$ cat src/rtl/alu32_pkg.sv
// alu32_pkg
//   Shared definitions for the alu32 command controller: the alu32 opcode
//   map, the two-bit op_done status encodings reported by alu32, and the
//   controller FSM state encoding.
//   No ports; imported with "import alu32_pkg::*;".

package alu32_pkg;

  // alu32 opcodes
  localparam logic [3:0] OP_NOT_A = 4'h0;
  localparam logic [3:0] OP_NOT_B = 4'h1;
  localparam logic [3:0] OP_AND   = 4'h2;
  localparam logic [3:0] OP_OR    = 4'h3;
  localparam logic [3:0] OP_XOR   = 4'h4;
  localparam logic [3:0] OP_XNOR  = 4'h5;
  localparam logic [3:0] OP_LT    = 4'h6;
  localparam logic [3:0] OP_GT    = 4'h7;
  localparam logic [3:0] OP_LSL   = 4'h8;
  localparam logic [3:0] OP_LSR   = 4'h9;
  localparam logic [3:0] OP_ASR   = 4'hA;
  localparam logic [3:0] OP_ADD   = 4'hB;
  localparam logic [3:0] OP_SUB   = 4'hC;
  localparam logic [3:0] OP_MUL   = 4'hD;

  // Highest opcode alu32 implements; anything above is rejected.
  localparam logic [3:0] OP_LAST  = OP_MUL;

  // alu32 op_done status. 2'b01 is reserved and counts as busy.
  localparam logic [1:0] DONE_IDLE = 2'b00;
  localparam logic [1:0] DONE_BUSY = 2'b10;
  localparam logic [1:0] DONE_DONE = 2'b11;

  typedef enum logic [2:0] {
    ST_IDLE  = 3'd0,
    ST_ISSUE = 3'd1,
    ST_WAIT  = 3'd2,
    ST_RESP  = 3'd3,
    ST_CLEAR = 3'd4
  } state_t;

  function automatic logic opcode_legal(input logic [3:0] op);
    return (op <= OP_LAST);
  endfunction

endpackage

$ cat src/rtl/alu32_ctrl.sv
// alu32_ctrl
//   Command controller in front of an alu32 core. Accepts one command at a
//   time, drives operands/opcode to alu32 with a single start strobe, polls
//   alu32 status with a bounded wait, returns the captured results through a
//   valid/ready response port and finally clears alu32 with one clear strobe.
//
//   state | meaning
//   ------+-------------------------------------------------------------
//   IDLE  | cmd_ready=1, waiting for a command
//   ISSUE | alu_op_start=1 for one cycle
//   WAIT  | sample alu32 status/results each cycle, count toward TIMEOUT
//   RESP  | rsp_valid=1, response held until rsp_ready
//   CLEAR | alu_op_clear=1 for one cycle, sampled copies and counter zeroed
//
// Parameters
//   TIMEOUT             maximum number of WAIT cycles before an abort (>=1)
// Ports
//   clk, reset          clock; asynchronous active-high reset
//   cmd_valid/ready     command handshake
//   cmd_opcode,cmd_a/b  command opcode and operands
//   alu_a/b, alu_opcode operands/opcode to alu32, held for the operation
//   alu_op_start/clear  start and clear strobes to alu32
//   alu_op_done         alu32 status (00 idle, 10/01 busy, 11 done)
//   alu_result1/2       alu32 results (result2 = upper MUL word)
//   alu_*_before        alu32 status/results registered during WAIT
//   rsp_valid/ready     response handshake
//   rsp_result1/2       captured results (zero on error)
//   rsp_error           illegal opcode or timeout

module alu32_ctrl
  import alu32_pkg::*;
#(
  parameter int TIMEOUT = 64
) (
  input  logic        clk,
  input  logic        reset,

  input  logic        cmd_valid,
  output logic        cmd_ready,
  input  logic [3:0]  cmd_opcode,
  input  logic [31:0] cmd_a,
  input  logic [31:0] cmd_b,

  output logic [31:0] alu_a,
  output logic [31:0] alu_b,
  output logic [3:0]  alu_opcode,
  output logic        alu_op_start,
  output logic        alu_op_clear,
  output logic [1:0]  alu_op_done_before,
  output logic [31:0] alu_result1_before,
  output logic [31:0] alu_result2_before,
  input  logic [31:0] alu_result1,
  input  logic [31:0] alu_result2,
  input  logic [1:0]  alu_op_done,

  output logic        rsp_valid,
  input  logic        rsp_ready,
  output logic [31:0] rsp_result1,
  output logic [31:0] rsp_result2,
  output logic        rsp_error
);

  localparam int CNT_W = $clog2(TIMEOUT + 1);
  // Count value during the last permitted WAIT cycle; the increment on that
  // cycle brings the counter to TIMEOUT.
  localparam logic [CNT_W-1:0] CNT_LAST = CNT_W'(TIMEOUT - 1);

  state_t           state;
  state_t           state_nxt;
  logic             live;
  logic [CNT_W-1:0] wait_cnt;

  logic accept;
  logic done_hit;
  logic timeout_hit;

  assign accept      = cmd_valid && cmd_ready;
  assign done_hit    = (alu_op_done == DONE_DONE);
  assign timeout_hit = (wait_cnt == CNT_LAST);

  // State register. live holds cmd_ready low while reset is high and lets it
  // rise on the first clock edge after reset is released.
  always_ff @(posedge clk or posedge reset) begin
    if (reset) begin
      state <= ST_IDLE;
      live  <= 1'b0;
    end else begin
      state <= state_nxt;
      live  <= 1'b1;
    end
  end

  // Next-state logic
  always_comb begin
    state_nxt = state;
    case (state)
      ST_IDLE: begin
        if (accept) begin
          state_nxt = opcode_legal(cmd_opcode) ? ST_ISSUE : ST_RESP;
        end
      end
      ST_ISSUE: state_nxt = ST_WAIT;
      ST_WAIT: begin
        if (done_hit || timeout_hit) begin
          state_nxt = ST_RESP;
        end
      end
      ST_RESP: begin
        if (rsp_ready) begin
          state_nxt = ST_CLEAR;
        end
      end
      ST_CLEAR: state_nxt = ST_IDLE;
      default:  state_nxt = ST_IDLE;
    endcase
  end

  // Output decode; start and clear come from distinct states so they are
  // mutually exclusive by construction.
  always_comb begin
    cmd_ready    = 1'b0;
    rsp_valid    = 1'b0;
    alu_op_start = 1'b0;
    alu_op_clear = 1'b0;
    case (state)
      ST_IDLE:  cmd_ready    = live;
      ST_ISSUE: alu_op_start = 1'b1;
      ST_RESP:  rsp_valid    = 1'b1;
      ST_CLEAR: alu_op_clear = 1'b1;
      default:  ;
    endcase
  end

  // Command latch, alu32 sampling, timeout counter and response capture
  always_ff @(posedge clk or posedge reset) begin
    if (reset) begin
      alu_a              <= '0;
      alu_b              <= '0;
      alu_opcode         <= '0;
      alu_op_done_before <= '0;
      alu_result1_before <= '0;
      alu_result2_before <= '0;
      wait_cnt           <= '0;
      rsp_result1        <= '0;
      rsp_result2        <= '0;
      rsp_error          <= 1'b0;
    end else begin
      case (state)
        ST_IDLE: begin
          if (accept) begin
            alu_a      <= cmd_a;
            alu_b      <= cmd_b;
            alu_opcode <= cmd_opcode;
            if (!opcode_legal(cmd_opcode)) begin
              rsp_result1 <= '0;
              rsp_result2 <= '0;
              rsp_error   <= 1'b1;
            end
          end
        end
        ST_WAIT: begin
          alu_op_done_before <= alu_op_done;
          alu_result1_before <= alu_result1;
          alu_result2_before <= alu_result2;
          wait_cnt           <= wait_cnt + 1'b1;
          // Done takes priority over a timeout landing in the same cycle.
          if (done_hit) begin
            rsp_result1 <= alu_result1;
            rsp_result2 <= alu_result2;
            rsp_error   <= 1'b0;
          end else if (timeout_hit) begin
            rsp_result1 <= '0;
            rsp_result2 <= '0;
            rsp_error   <= 1'b1;
          end
        end
        ST_CLEAR: begin
          alu_op_done_before <= '0;
          alu_result1_before <= '0;
          alu_result2_before <= '0;
          wait_cnt           <= '0;
          rsp_result1        <= '0;
          rsp_result2        <= '0;
          rsp_error          <= 1'b0;
        end
        default: ;
      endcase
    end
  end

endmodule

$ cat config.mk
export PLATFORM = sky130hd
export DESIGN_NAME = alu32_ctrl
export DESIGN_NICKNAME = d
export VERILOG_FILES = /design/src/rtl/alu32_pkg.sv /design/src/rtl/alu32_ctrl.sv
export SDC_FILE = /design/constraint.sdc
export NUM_CORES = 1
export LEC_CHECK = 0
export CORE_ASPECT_RATIO = 0.75
export CORE_MARGIN = 10
export CORE_UTILIZATION = 60
export DETAILED_ROUTE_END_ITERATION = 8
export DONT_BUFFER_PORTS = 1
export PLACE_DENSITY = 0.8
export REMOVE_ABC_BUFFERS = 1
export SLEW_MARGIN = 40
export SYNTH_ARGS = -nofsm -noshare
export SYNTH_HDL_FRONTEND = slang
export SYNTH_SLANG_ARGS = --single-unit
$ cat constraint.sdc
create_clock -name clk -period 9.8 [get_ports clk]
set_input_delay 1.47 -clock clk [delete_from_list [all_inputs] [get_ports clk]]
set_output_delay 1.47 -clock clk [all_outputs]
set_load 0.02 [all_outputs]
==> reports/results.ini <==
[run_status]
status=completed

[finish]
mostFrequentLayoutCells=dfrtp_1, a22o_1, mux2_2
nFillCells=872
drive_gt1_frac=0.183
final_common_cell=dfrtp_1
multi_input_area_mm2=0.00232
final_area_mm2=0.00852
finalNetCount=646
diodes=0
seq_area_mm2=0.00526
syn_to_final_growth_pct=9.30

[route]
wl_per_cell_um=32.0
dr.pass1.iters=5
ant_nets=0
dr.first_iter.drc_count=339
drc=0
totalWireLength_um=21900
via_per_inst=6.78
vias=4637

[global_routing]
grt_first_pass_wirelength_um=32600
grt_pass1_vias=4885
grt-ovfl-total=0
grt_max_degree=121
antenna_found_initial=0
grt_usage=0.231

[synthesis]
synth_top_family_by_area=compound AO/OA/AOI/OAI gates
yosysUniqueCellTypes=40
ys_warn_count=0
syn-cell-area_mm2=0.00779
avgSynthCellArea_um2=15.1
synth_seq_cells=210
synthTopCellsByArea=dfrtp_1, a22o_1, mux2_2, mux2_1, buf_2
synthSimpleGateAreaFrac=0.0260
synth_area_leader_cell=dfrtp_1
synthesis.instances=515
seq_area_frac_synth=0.674
synth_xor_area_frac=0
synth-compound-area-share=0.166
synthAdderAreaFrac=0.00161
synth_top_area_frac=0.674
synthMuxAreaShare=0.101

[setup_path]
path_cells=nor3b_2
cpPeakStageDelay_ns=0.81
worstSetupPathType=register to primary output
timing.rr.start=state[2]
required_ns=8.33
slowest_stage=dfrtp_1
r2r_end=rsp_result1[30]
worst-path-buf-inv=0
end_kind=primary output
crit_family=flip-flops
arrival_ns=1.99
cp-start-kind=register
worstPathMaxFanout=21
ff2ff_path_depth=7
ff2ff_setup_slack_ns=6.60

[place]
dp_hpwl_um=15900
io_buffers=0
gp_congestion=0.860
placed_cell_area_mm2=0.00790

[sta]
setup_tns_ns=0
rsz0062_at_grt=no
fmax_mhz=289
finalSetupViolations=0
worst_pin_slew_ns=0.728
hold_viol_final=0
period_minus_slack_ns=3.46
report.final.slew_viol_count=0
period_share=0.353
relSlewSlack=0.515
skew_ns=0.00767

[hold_path]
min_from=wait_cnt[4]
hold_path.class=register to register
whs_path_depth=1
min_to=wait_cnt[4]

[floorplanning]
chipWidth_um=152
num_io_pins=341
num_rows=35
start_util=0.624
die_area_mm2=0.0180
die_y_um=119
core_area_mm2=0.0125

[clocking]
cts_root_buffer=clkbuf_16
clock_path_buffers=3
post_cts_resized=0
cts_inserted_buffers=20
cts_tree=done
clk_latency_ns=0.48
postCtsHoldBufs=0
post_cts_buffers=0
clock_sinks=210
htree_levels=1
clk_pin_slew_ns=0.06

[power]
vdd_drop_max_mv=0.220
p_per_area_mw_per_mm2=406
p_leak_uw=0.00395

[job]
drv_cap=0

## per-layer routing
metal | up-vias | GRT usage | wire length [um]
met1 | 2383 | 0.263 | 7290
met2 | 305 | 0.377 | 10900
li1 | 1909 | - | -
met5 | - | 0 | 0
met4 | 0 | 0.0654 | 473
met3 | 40 | 0.116 | 3210
## report_power, final
group / internal (uW) / switching (uW)
combinational: 375 / 378
sequential: 1220 / 767
clock: 413 / 303
## logic make-up (layout without fill, tap and decap cells)
kind of cell	Yosys count	after routing
AND/OR/NAND/NOR	34	34
other	1	1
multiplexers	70	70
adder cells (fa/ha/maj)	1	1
buffers and inverters	45	48
flip-flops	210	210
AO/OA/AOI/OAI	154	154
## flip-flops by register name, indices dropped and copies added, names as in the netlist, 4 cells and up
signal	flops
rsp_result1	32
alu_result2_before	32
rsp_result2	32
alu_result1_before	32
alu_a	32
alu_opcode	4
alu_b	32
wait_cnt	7
## synth_stat cells (all sizes together)
master	count
dfrtp	210
a22o	130
mux2	69
buf	27
clkbuf	13
nand2	12
o21ai	8
a21oi	6
inv	5
nor2	3
nor3	3
nor3b	3
and2	2
nand2b	2
nand3	2
nor4	2
o31a	2
a211oi	1
a311oi	1
a31oi	1
and3	1
conb	1
ha	1
mux2i	1
nand4	1
nand4b	1
nor2b	1
o22ai	1
o311ai	1
o32a	1
o32ai	1
o41ai	1
or3	1
## layout make-up
class	count	area share
sequential	210	0.617
multi-input combinational	260	0.272
clock buffer	28	0.0683
tap	166	0.0244
timing repair buffer	10	0.0113
inverter	5	0.00367
clock inverter	5	0.00338
## per-stage QoR
| step | util | instances | hold WS [ns] | total power [uW] | setup WS [ns] |
|---|---|---|---|---|---|
| 2_1_floorplan | - | 475 | 0.447 | 2450 | 2.59 |
| 3_3_place_gp | 0.629 | 647 | 0.467 | 2690 | 6.30 |
| 3_5_place_dp | 0.633 | 651 | 0.495 | 2770 | 6.67 |
| 4_1_cts | 0.682 | 684 | 0.504 | 3490 | 6.35 |
| 5_1_grt | 0.683 | 684 | 0.509 | 3640 | 6.24 |
| 6_report | 0.683 | 684 | 0.502 | 3460 | 6.34 |
## worst max-delay path by stage
stage | startpoint | to | slack [ns] | cells past startpoint
finish | state[2] | alu_op_clear | 6.34 | 1
global route | state[2] | alu_op_clear | 6.24 | 1
CTS | state[2] | alu_op_clear | 6.35 | 1
detailed placement | state[2] | rsp_result2[17] | 6.67 | 7
global placement | state[2] | rsp_result1[24] | 6.30 | 6
floorplan | reset | alu_a[0] | 2.59 | 1
Note: power is estimated with default switching activity, not from simulation.
